## config.mk

```make
export PLATFORM = sky130hd
export DESIGN_NAME = note_sequencer
export DESIGN_NICKNAME = d
export VERILOG_FILES = /design/src/rtl/note_sequencer.sv
export SDC_FILE = /design/constraint.sdc
export NUM_CORES = 1
export LEC_CHECK = 0
export BUFFER_PORTS_ARGS = -buffer_cell sky130_fd_sc_hd__buf_2
export CAP_MARGIN = 20
export CORE_ASPECT_RATIO = 2
export CORE_UTILIZATION = 40
export DETAILED_ROUTE_END_ITERATION = 6
export GPL_TIMING_DRIVEN = 0
export PLACE_DENSITY = 0.55
export SETUP_SLACK_MARGIN = 0.5
export SLEW_MARGIN = 0
export SYNTH_ARGS = -nofsm -noshare
export SYNTH_HDL_FRONTEND = slang
export SYNTH_SLANG_ARGS = --single-unit
```

## constraint.sdc

```tcl
create_clock -name clk -period 3.6 [get_ports clk]
set_clock_uncertainty 0.1 [all_clocks]
set_input_delay 0.72 -clock clk [delete_from_list [all_inputs] [get_ports clk]]
set_output_delay 0.72 -clock clk [all_outputs]
set_load 0.03 [all_outputs]
```

## src/rtl/note_sequencer.sv

```systemverilog
`default_nettype none
// ---------------------------------------------------------------------------
// note_sequencer : steps through a 16-entry {tone, duration} table, driving
//                  tone_gen with timed notes separated by silent gaps.
// Revision 1.0
// ---------------------------------------------------------------------------
module note_sequencer #(
  parameter logic [31:0] CLOCK_SPEED = 32'd25_000_000,
  parameter int unsigned TICK_HZ     = 100,
  parameter int unsigned DEPTH       = 16,
  parameter int unsigned GAP_TICKS   = 1
) (
  input  logic       clk,
  input  logic       rst_n,
  input  logic       wr_en,
  input  logic [3:0] wr_addr,
  input  logic [3:0] wr_tone,
  input  logic [7:0] wr_dur,
  input  logic [4:0] length,
  input  logic       start,
  input  logic       stop,
  input  logic       loop,
  output logic [3:0] tone,
  output logic       busy,
  output logic [3:0] note_idx,
  output logic       done
);

  localparam int unsigned TICK_CYCLES = CLOCK_SPEED / TICK_HZ;
  localparam int unsigned PW          = $clog2(TICK_CYCLES);
  localparam int unsigned GW          = (GAP_TICKS < 2) ? 1 : $clog2(GAP_TICKS + 1);
  localparam logic [PW-1:0] TICK_LAST = PW'(TICK_CYCLES - 1);
  localparam logic [GW-1:0] GAP_INIT  = GW'(GAP_TICKS);

  typedef enum logic [1:0] {
    IDLE = 2'd0,
    NOTE = 2'd1,
    GAP  = 2'd2
  } state_e;

  logic [3:0] mem_tone_q [DEPTH];
  logic [3:0] mem_tone_d [DEPTH];
  logic [7:0] mem_dur_q  [DEPTH];
  logic [7:0] mem_dur_d  [DEPTH];

  state_e        state_q, state_d;
  logic [3:0]    tone_q, tone_d;
  logic [3:0]    idx_q, idx_d;
  logic [4:0]    len_q, len_d;
  logic [7:0]    dur_cnt_q, dur_cnt_d;
  logic [GW-1:0] gap_cnt_q, gap_cnt_d;
  logic [PW-1:0] presc_q, presc_d;
  logic          done_q, done_d;

  logic       tick;
  logic       advance;
  logic       more;
  logic [3:0] next_idx;
  logic [4:0] len_clamped;

  // A zero duration still has to occupy one tick.
  function automatic logic [7:0] dur_min1(input logic [7:0] d);
    return (d == 8'd0) ? 8'd1 : d;
  endfunction

  always_comb begin
    mem_tone_d = mem_tone_q;
    mem_dur_d  = mem_dur_q;
    if (wr_en) begin
      mem_tone_d[wr_addr] = wr_tone;
      mem_dur_d[wr_addr]  = wr_dur;
    end
  end

  always_ff @(posedge clk or negedge rst_n) begin
    if (!rst_n) begin
      for (int i = 0; i < DEPTH; i++) begin
        mem_tone_q[i] <= 4'd0;
        mem_dur_q[i]  <= 8'd0;
      end
    end else begin
      mem_tone_q <= mem_tone_d;
      mem_dur_q  <= mem_dur_d;
    end
  end

  assign tick        = (state_q != IDLE) && (presc_q == TICK_LAST);
  assign len_clamped = (length > 5'd16) ? 5'd16 : length;
  assign more        = ({1'b0, idx_q} < (len_q - 5'd1));

  always_comb begin
    state_d   = state_q;
    tone_d    = tone_q;
    idx_d     = idx_q;
    len_d     = len_q;
    dur_cnt_d = dur_cnt_q;
    gap_cnt_d = gap_cnt_q;
    done_d    = 1'b0;
    advance   = 1'b0;
    next_idx  = 4'd0;
    presc_d   = (state_q == IDLE || tick) ? '0 : presc_q + PW'(1);

    case (state_q)
      IDLE: begin
        if (start && !stop && (length != 5'd0)) begin
          len_d     = len_clamped;
          idx_d     = 4'd0;
          tone_d    = mem_tone_q[0];
          dur_cnt_d = dur_min1(mem_dur_q[0]);
          presc_d   = '0;
          state_d   = NOTE;
        end
      end
      NOTE: begin
        if (tick) begin
          if (dur_cnt_q <= 8'd1) begin
            if (GAP_TICKS != 0) begin
              tone_d    = 4'd0;
              gap_cnt_d = GAP_INIT;
              state_d   = GAP;
            end else begin
              advance = 1'b1;
            end
          end else begin
            dur_cnt_d = dur_cnt_q - 8'd1;
          end
        end
      end
      GAP: begin
        if (tick) begin
          if (gap_cnt_q <= GW'(1)) advance = 1'b1;
          else                     gap_cnt_d = gap_cnt_q - GW'(1);
        end
      end
      default: state_d = IDLE;
    endcase

    // End of a note (and its gap): next entry, wrap on loop, or finish the pass.
    if (advance) begin
      if (more) next_idx = idx_q + 4'd1;
      if (more || loop) begin
        idx_d     = next_idx;
        tone_d    = mem_tone_q[next_idx];
        dur_cnt_d = dur_min1(mem_dur_q[next_idx]);
        state_d   = NOTE;
      end else begin
        tone_d  = 4'd0;
        done_d  = 1'b1;
        state_d = IDLE;
      end
    end

    if (stop && (state_q != IDLE)) begin
      tone_d  = 4'd0;
      done_d  = 1'b0;
      state_d = IDLE;
    end
  end

  always_ff @(posedge clk or negedge rst_n) begin
    if (!rst_n) begin
      state_q   <= IDLE;
      tone_q    <= 4'd0;
      idx_q     <= 4'd0;
      len_q     <= 5'd0;
      dur_cnt_q <= 8'd0;
      gap_cnt_q <= '0;
      presc_q   <= '0;
      done_q    <= 1'b0;
    end else begin
      state_q   <= state_d;
      tone_q    <= tone_d;
      idx_q     <= idx_d;
      len_q     <= len_d;
      dur_cnt_q <= dur_cnt_d;
      gap_cnt_q <= gap_cnt_d;
      presc_q   <= presc_d;
      done_q    <= done_d;
    end
  end

  assign tone     = tone_q;
  assign busy     = (state_q != IDLE);
  assign note_idx = idx_q;
  assign done     = done_q;

endmodule
`default_nettype wire

```

# --- After elaboration in Yosys (flattened, before gate mapping) ---
# Index checks and enable logic that the tools add are counted.
totals:
  regBits: 235
  in_bits: 27
  output_inout_bits: 10
  word_cells: 139
classes:
  n_addsub: 5
  magnitude_cmp: 7
  n_eq_ne: 11
  muxes: 55
  bitwise_logic: 2
  n_reduce_logical: 19
ops:
  columns: ["operator", "n"]
  rows:
  - ["$bwmux 128", 1]
  - ["$mux 8", 10]
  - ["$bwmux 64", 1]
  - ["$mux 4", 15]
  - ["$mux 18", 3]
  - ["$bmux 8 s4", 1]
  - ["$demux 8 s4", 1]
  - ["$add 18x1->18 const B", 1]
  - ["$eq 18x18->1 const B", 1]
  - ["$bmux 4 s4", 1]
  - ["$demux 4 s4", 1]
  - ["$logic_not 8->1", 2]
  - ["$pmux 8 s2", 1]
  - ["$mux 1", 11]
  - ["$ge 5x5->1 const B", 2]
  - ["$mux 2", 5]
  - ["$not 4->5", 2]
  - ["$le 8x1->1 const B", 1]
  - ["$ne 2x2->1 const B", 4]
  - ["$ne 4x4->1 const B", 2]
  - ["$pmux 4 s2", 1]
  - ["$reduce_and 4->1", 2]
  - ["$sub 8x1->8 const B", 1]
  - ["$pmux 2 s3", 1]
  - ["22 further kinds", 28]

# --- Logic depth before layout (Yosys ltp) ---
depth:
  ltp_word: 13
  depth_mapped: 14
  depth_no_buf: 12

# --- Least setup slack after synthesis ---
# No wires, ideal clock.
synth_path:
  kind: "flip-flop to flip-flop"
  from: "register len_q[2]"
  to: "register dur_cnt_q[0]"
  setup_time_ns: 0.095
  t_arrival_ns: 2.647
  required_time_ns: 3.405
  path_slack_ns: 0.758
  path_stages_with_launch: 12
  n_path_buf: 0
  synth_period_minus_slack_ns: 2.842
  path_cell_list: "dfrtp_1 > nor3_1 > xnor2_1 > ha_1 > o21a_1 > o2bb2ai_1 > nor2_1 > a21oi_1 > o221ai_1 > a22oi_1 > or4b_1 > o31ai_1"
synth_via:
  elab_chain_cells: 12
  word_cells_on_any_way: 13
  cone_classes: "add/sub: 1; order compare: 1; mux: 8; bitwise: 1; reduce/logical: 2"
synth_lines:
  columns: ["item", "line", "rtl"]
  rows:
  - ["start, declared", "49", "logic [4:0] len_q, len_d;"]
  - ["start signal, assigned", "174", "len_q <= len_d;"]
  - ["$sub 5x1->5 *", "89", "assign more = ({1'b0, idx_q} < (len_q - 5'd1));"]
  - ["$lt 4x5->1 *", "89", null]
  - ["$mux 4", "140", "if (more) next_idx = idx_q + 4'd1;"]
  - ["$mux 4", "139", "if (advance) begin"]
  - ["$not 4->5 (implied by the code)", "144", "dur_cnt_d = dur_min1(mem_dur_q[next_idx]);"]
  - ["$bmux 8 s4", "144", null]
  - ["$mux 8 (implied by the code) (2 in series)", "144", null]
  - ["$logic_not 8->1", "63", "return (d == 8'd0) ? 8'd1 : d;"]
  - ["$mux 8", "63", null]
  - ["$mux 8 *", "141", "if (more || loop) begin"]
  - ["$mux 8 *", "139", null]
  - ["net dur_cnt_d[0]", "50", "logic [7:0] dur_cnt_q, dur_cnt_d;"]
  - ["end signal, assigned", "175", "dur_cnt_q <= dur_cnt_d;"]
  - ["end, declared", "50", null]
# The timed path passes the listed nets; every way through them passes the cells marked *. The select of a mux whose other input is x is not followed.
# A chain may end at the register's enable or synchronous reset.

# --- Worst setup path in the final report ---
layout_path:
  from: "register len_q[0]"
  to: "register dur_cnt_q[0]"
# The elaborated chain is that of the path after synthesis.

==> results.json <==
{
  "status": "complete, no violations",
  "grt-ovfl-total": 0,
  "final_layout_size_suffix_gt1_share_pct": 37.8,
  "synthArstFlopShare_pct": 100,
  "relative_slew_margins_pct": 20.7,
  "synth.cells.most_frequent": "sky130_fd_sc_hd__dfrtp_1, sky130_fd_sc_hd__mux2_2, sky130_fd_sc_hd__nor2_1",
  "final-setup-viol-count": 0,
  "dpl.hpwl_um": 26200,
  "drt-pass1-iter-count": 5,
  "critPathMaxStageDelay_ns": 0.40,
  "seq_area_frac_synth_pct": 50.6,
  "antenna_violating_nets_post_route": 0,
  "syn_area_mm2": 0.0116,
  "placeableCoreArea_mm2": 0.0283,
  "max_freq_mhz": 319,
  "pin_count_of_the_biggest_net_entering_global_routing": 99,
  "number_of_antenna_violations_at_the_first_check_in_global_routing": 0,
  "powerDensity_mw_per_mm2": 551,
  "multi_input_area_mm2": 0.00575,
  "synthDistinctLibCells": 79,
  "avgSynthCellArea_um2": 12.0,
  "p_total_mw": 7.55,
  "post_synth_fa_ha_maj_area_fraction_pct": 0.865,
  "fill_cells": 2622,
  "post_drt_wl_per_cell_um": 26.5,
  "synth_fp_nets": 998,
  "yosys.area_share.xor_xnor_pct": 1.80,
  "worstMarginPinSlew_ns": 1.19,
  "area.growth.synth_to_final_pct": 18.5,
  "cp.required_ns": 3.94,
  "ctsHtreeMaxLevel": 1,
  "pin_count": 37,
  "postRouteWirelength_um": 37800,
  "synth.ff_latch_count": 234,
  "grt_pass1_wl_um": 56000,
  "layout.nets": 1088,
  "yosysMostFrequentCell": "sky130_fd_sc_hd__dfrtp_1",
  "irDropWorstVdd_v": 0.000325,
  "layout_min_cycle_time_ns": 3.14,
  "cts-root-buf": "sky130_fd_sc_hd__clkbuf_16",
  "place.detailed.instances": 1358,
  "floorplan.rows": 87,
  "vias_in_the_first_global_route": 8960,
  "cts_tree": "yes",
  "synthesized_area_fraction_occupied_by_ao_oa_aoi_and_oai_cells_pct": 9.93,
  "cts.sink_count": 234,
  "cp_max_fo": 4,
  "drc": 0,
  "chipWidth_um": 122,
  "main_combinational_cell_family_by_area_after_synthesis": "multiplexers",
  "ys.warnings.count": 0,
  "place.gp.congestion": 0.844,
  "syn_inst": 963,
  "cts.reportedPaths.clkPinSlew_ns": 0.07,
  "netlist.top_cell.by_area": "sky130_fd_sc_hd__dfrtp_1",
  "antenna_cells": 0,
  "cts_buffers": 23,
  "hold_viol": 0,
  "slew_viol_final": 0,
  "clk_path_buf_depth": 3,
  "routed-via-count": 8496,
  "die_y_um": 243,
  "floorplan.initialDensity_pct": 40.9,
  "groute.usage.overall_pct": 26.1,
  "crit_path_start_kind": "flop",
  "critical_path.cell_chain": "buf_6 > nor3_2 > xnor2_1 > ha_2 > o21a_4 > a2bb2oi_4 > buf_6 > a21oi_4 > nand2_4 > buf_4 > o31a_2 > a41oi_2 > nand3_2 > o31ai_2",
  "io_buffers": 36,
  "synthMuxAreaShare_pct": 24.6,
  "worst_setup_path_end_kind": "flop",
  "synth.top_cell.area_share_pct": 50.6,
  "synth_top_cells_by_area": "sky130_fd_sc_hd__dfrtp_1, sky130_fd_sc_hd__mux2_2, sky130_fd_sc_hd__mux2i_1, sky130_fd_sc_hd__nor2_1, sky130_fd_sc_hd__nand2_1",
  "worst-setup-path-type": "reg -> reg",
  "postLayoutCoreUtil_pct": 48.4,
  "fin_setup_tns_ns": 0,
  "stdcell_count": 1424,
  "synth_enable_flop_cells": 0,
  "critPathSlowestCell": "sky130_fd_sc_hd__dfrtp_1",
  "seqCellArea_mm2": 0.00586,
  "grt_setup_unrepaired": "yes",
  "standby_leakage_power_nw": 5.73,
  "worst_hold_path_type": "in -> reg",
  "final.period_utilization_pct": 87.2,
  "critical_path_arrival_ns": 3.48,
  "detail_route.vias_per_cell": 5.97,
  "synthFlopType": "sky130_fd_sc_hd__dfrtp_1",
  "drt_first_iter_violations": 478,
  "synth-simple-area-share_pct": 9.56,
  "die_area_mm2": 0.0296,
  "critical-path-top-cell-by-count": "sky130_fd_sc_hd__buf_6",
  "maxCapViolCount": 0,
  "clock_latency_on_the_worst_skew_pair_ns": 0.53
}
-- where the power goes --
group / switching, mW / internal, mW / leakage, nW / total [mW]
Sequential: 0.336 / 3.18 / 2.92 / 3.51
Clock: 1.06 / 1.47 / 0.375 / 2.53
Combinational: 0.700 / 0.810 / 2.43 / 1.51
-- placed cells by master, fill, tap and decap left out, types with 12 or more instances in the layout --
cell type,count
sky130_fd_sc_hd__dfrtp_1,233
sky130_fd_sc_hd__clkbuf_16,24
sky130_fd_sc_hd__mux2_2,211
sky130_fd_sc_hd__mux2i_1,28
sky130_fd_sc_hd__nand3_1,12
sky130_fd_sc_hd__buf_2,41
sky130_fd_sc_hd__buf_4,18
sky130_fd_sc_hd__nor2_1,61
sky130_fd_sc_hd__a21oi_1,28
sky130_fd_sc_hd__clkbuf_1,43
sky130_fd_sc_hd__nand2_1,46
sky130_fd_sc_hd__o21ai_0,29
sky130_fd_sc_hd__nor3_1,12
-- area by class of cell --
| class | count | share of cell area, % |
|---|---|---|
| multi-input combinational | 655 | 41.9 |
| clock inverter | 6 | 0.767 |
| tap | 356 | 3.25 |
| clock buffer | 34 | 4.79 |
| timing repair buffer | 65 | 3.78 |
| sequential | 234 | 42.7 |
| buffer | 63 | 2.44 |
| inverter | 11 | 0.301 |
-- critical path: cells and delay by family (launching register included) --
family,cells,cell delay [ns]
buf+inv,3,0.42
fa+ha+maj,1,0.31
compound gates,6,1.31
xor+xnor,1,0.16
flops,1,0.40
simple gates,3,0.34
-- stage by stage --
step                      worst slack [ns]  cell area, µm²  hold WS, ns
after global routing                 0.381           13700        0.303
after detailed placement            -0.667           12300        0.354
after floorplan                      0.758           11600        0.324
after global placement               -2.63           12200        0.355
after CTS                            0.415           13600        0.283
final                                0.461           13700        0.294
-- per-layer routing --
layer / up-vias / routed length (µm) / global-route usage [%] / share of wire, %
met5: - / 0 / 0 / 0
met4: 0 / 2800 / 17.1 / 7.4
met3: 141 / 1500 / 2.45 / 4.0
met2: 270 / 20200 / 47.4 / 54
met1: 4366 / 13300 / 27.9 / 35
li1: 3719 / - / - / -
-- path summary, 6_finish.rpt --
| kind | from | endpoint | slack [ns] | cells past startpoint |
|---|---|---|---|---|
| worst max-delay path | len_q[0] | dur_cnt_q[0] | 0.46 | 14 |
| worst min-delay path | loop | done | 0.29 | 2 |
| worst max register to register | len_q[0] | dur_cnt_q[0] | 0.46 | 14 |
| worst min register to register | presc_q[0] | presc_q[0] | 0.35 | 1 |
| max in group asynchronous | rst_n | mem_dur_q[13] | 1.54 | 4 |
| min in group asynchronous | rst_n | len_q[4] | 0.57 | 2 |
-- timing repair --
action	CTS	global route
endpoints found under the hold margin	41	0
setup endpoints to repair	15	12
pin swaps	16	13
setup buffers	22	3
hold buffers	1	0
gates resized for setup	75	25
-- cell families after synthesis --
kind of cell               Yosys count
muxes                              248
DFF                                234
and+or+nand+nor                    215
AOI/OAI and AO/OA                  162
buffers and inverters               74
xor gates and xnor gates            22
adders and majority gates            8
-- flip-flops by register name, indices dropped and copies added, names as in the netlist --
name	cells
len_q	5
tone	4
mem_dur_q	128
dur_cnt_q	8
presc_q	18
mem_tone_q	64
state_q	2
done	1
note_idx	4
No activity file was read; power rests on OpenSTA's default activity.
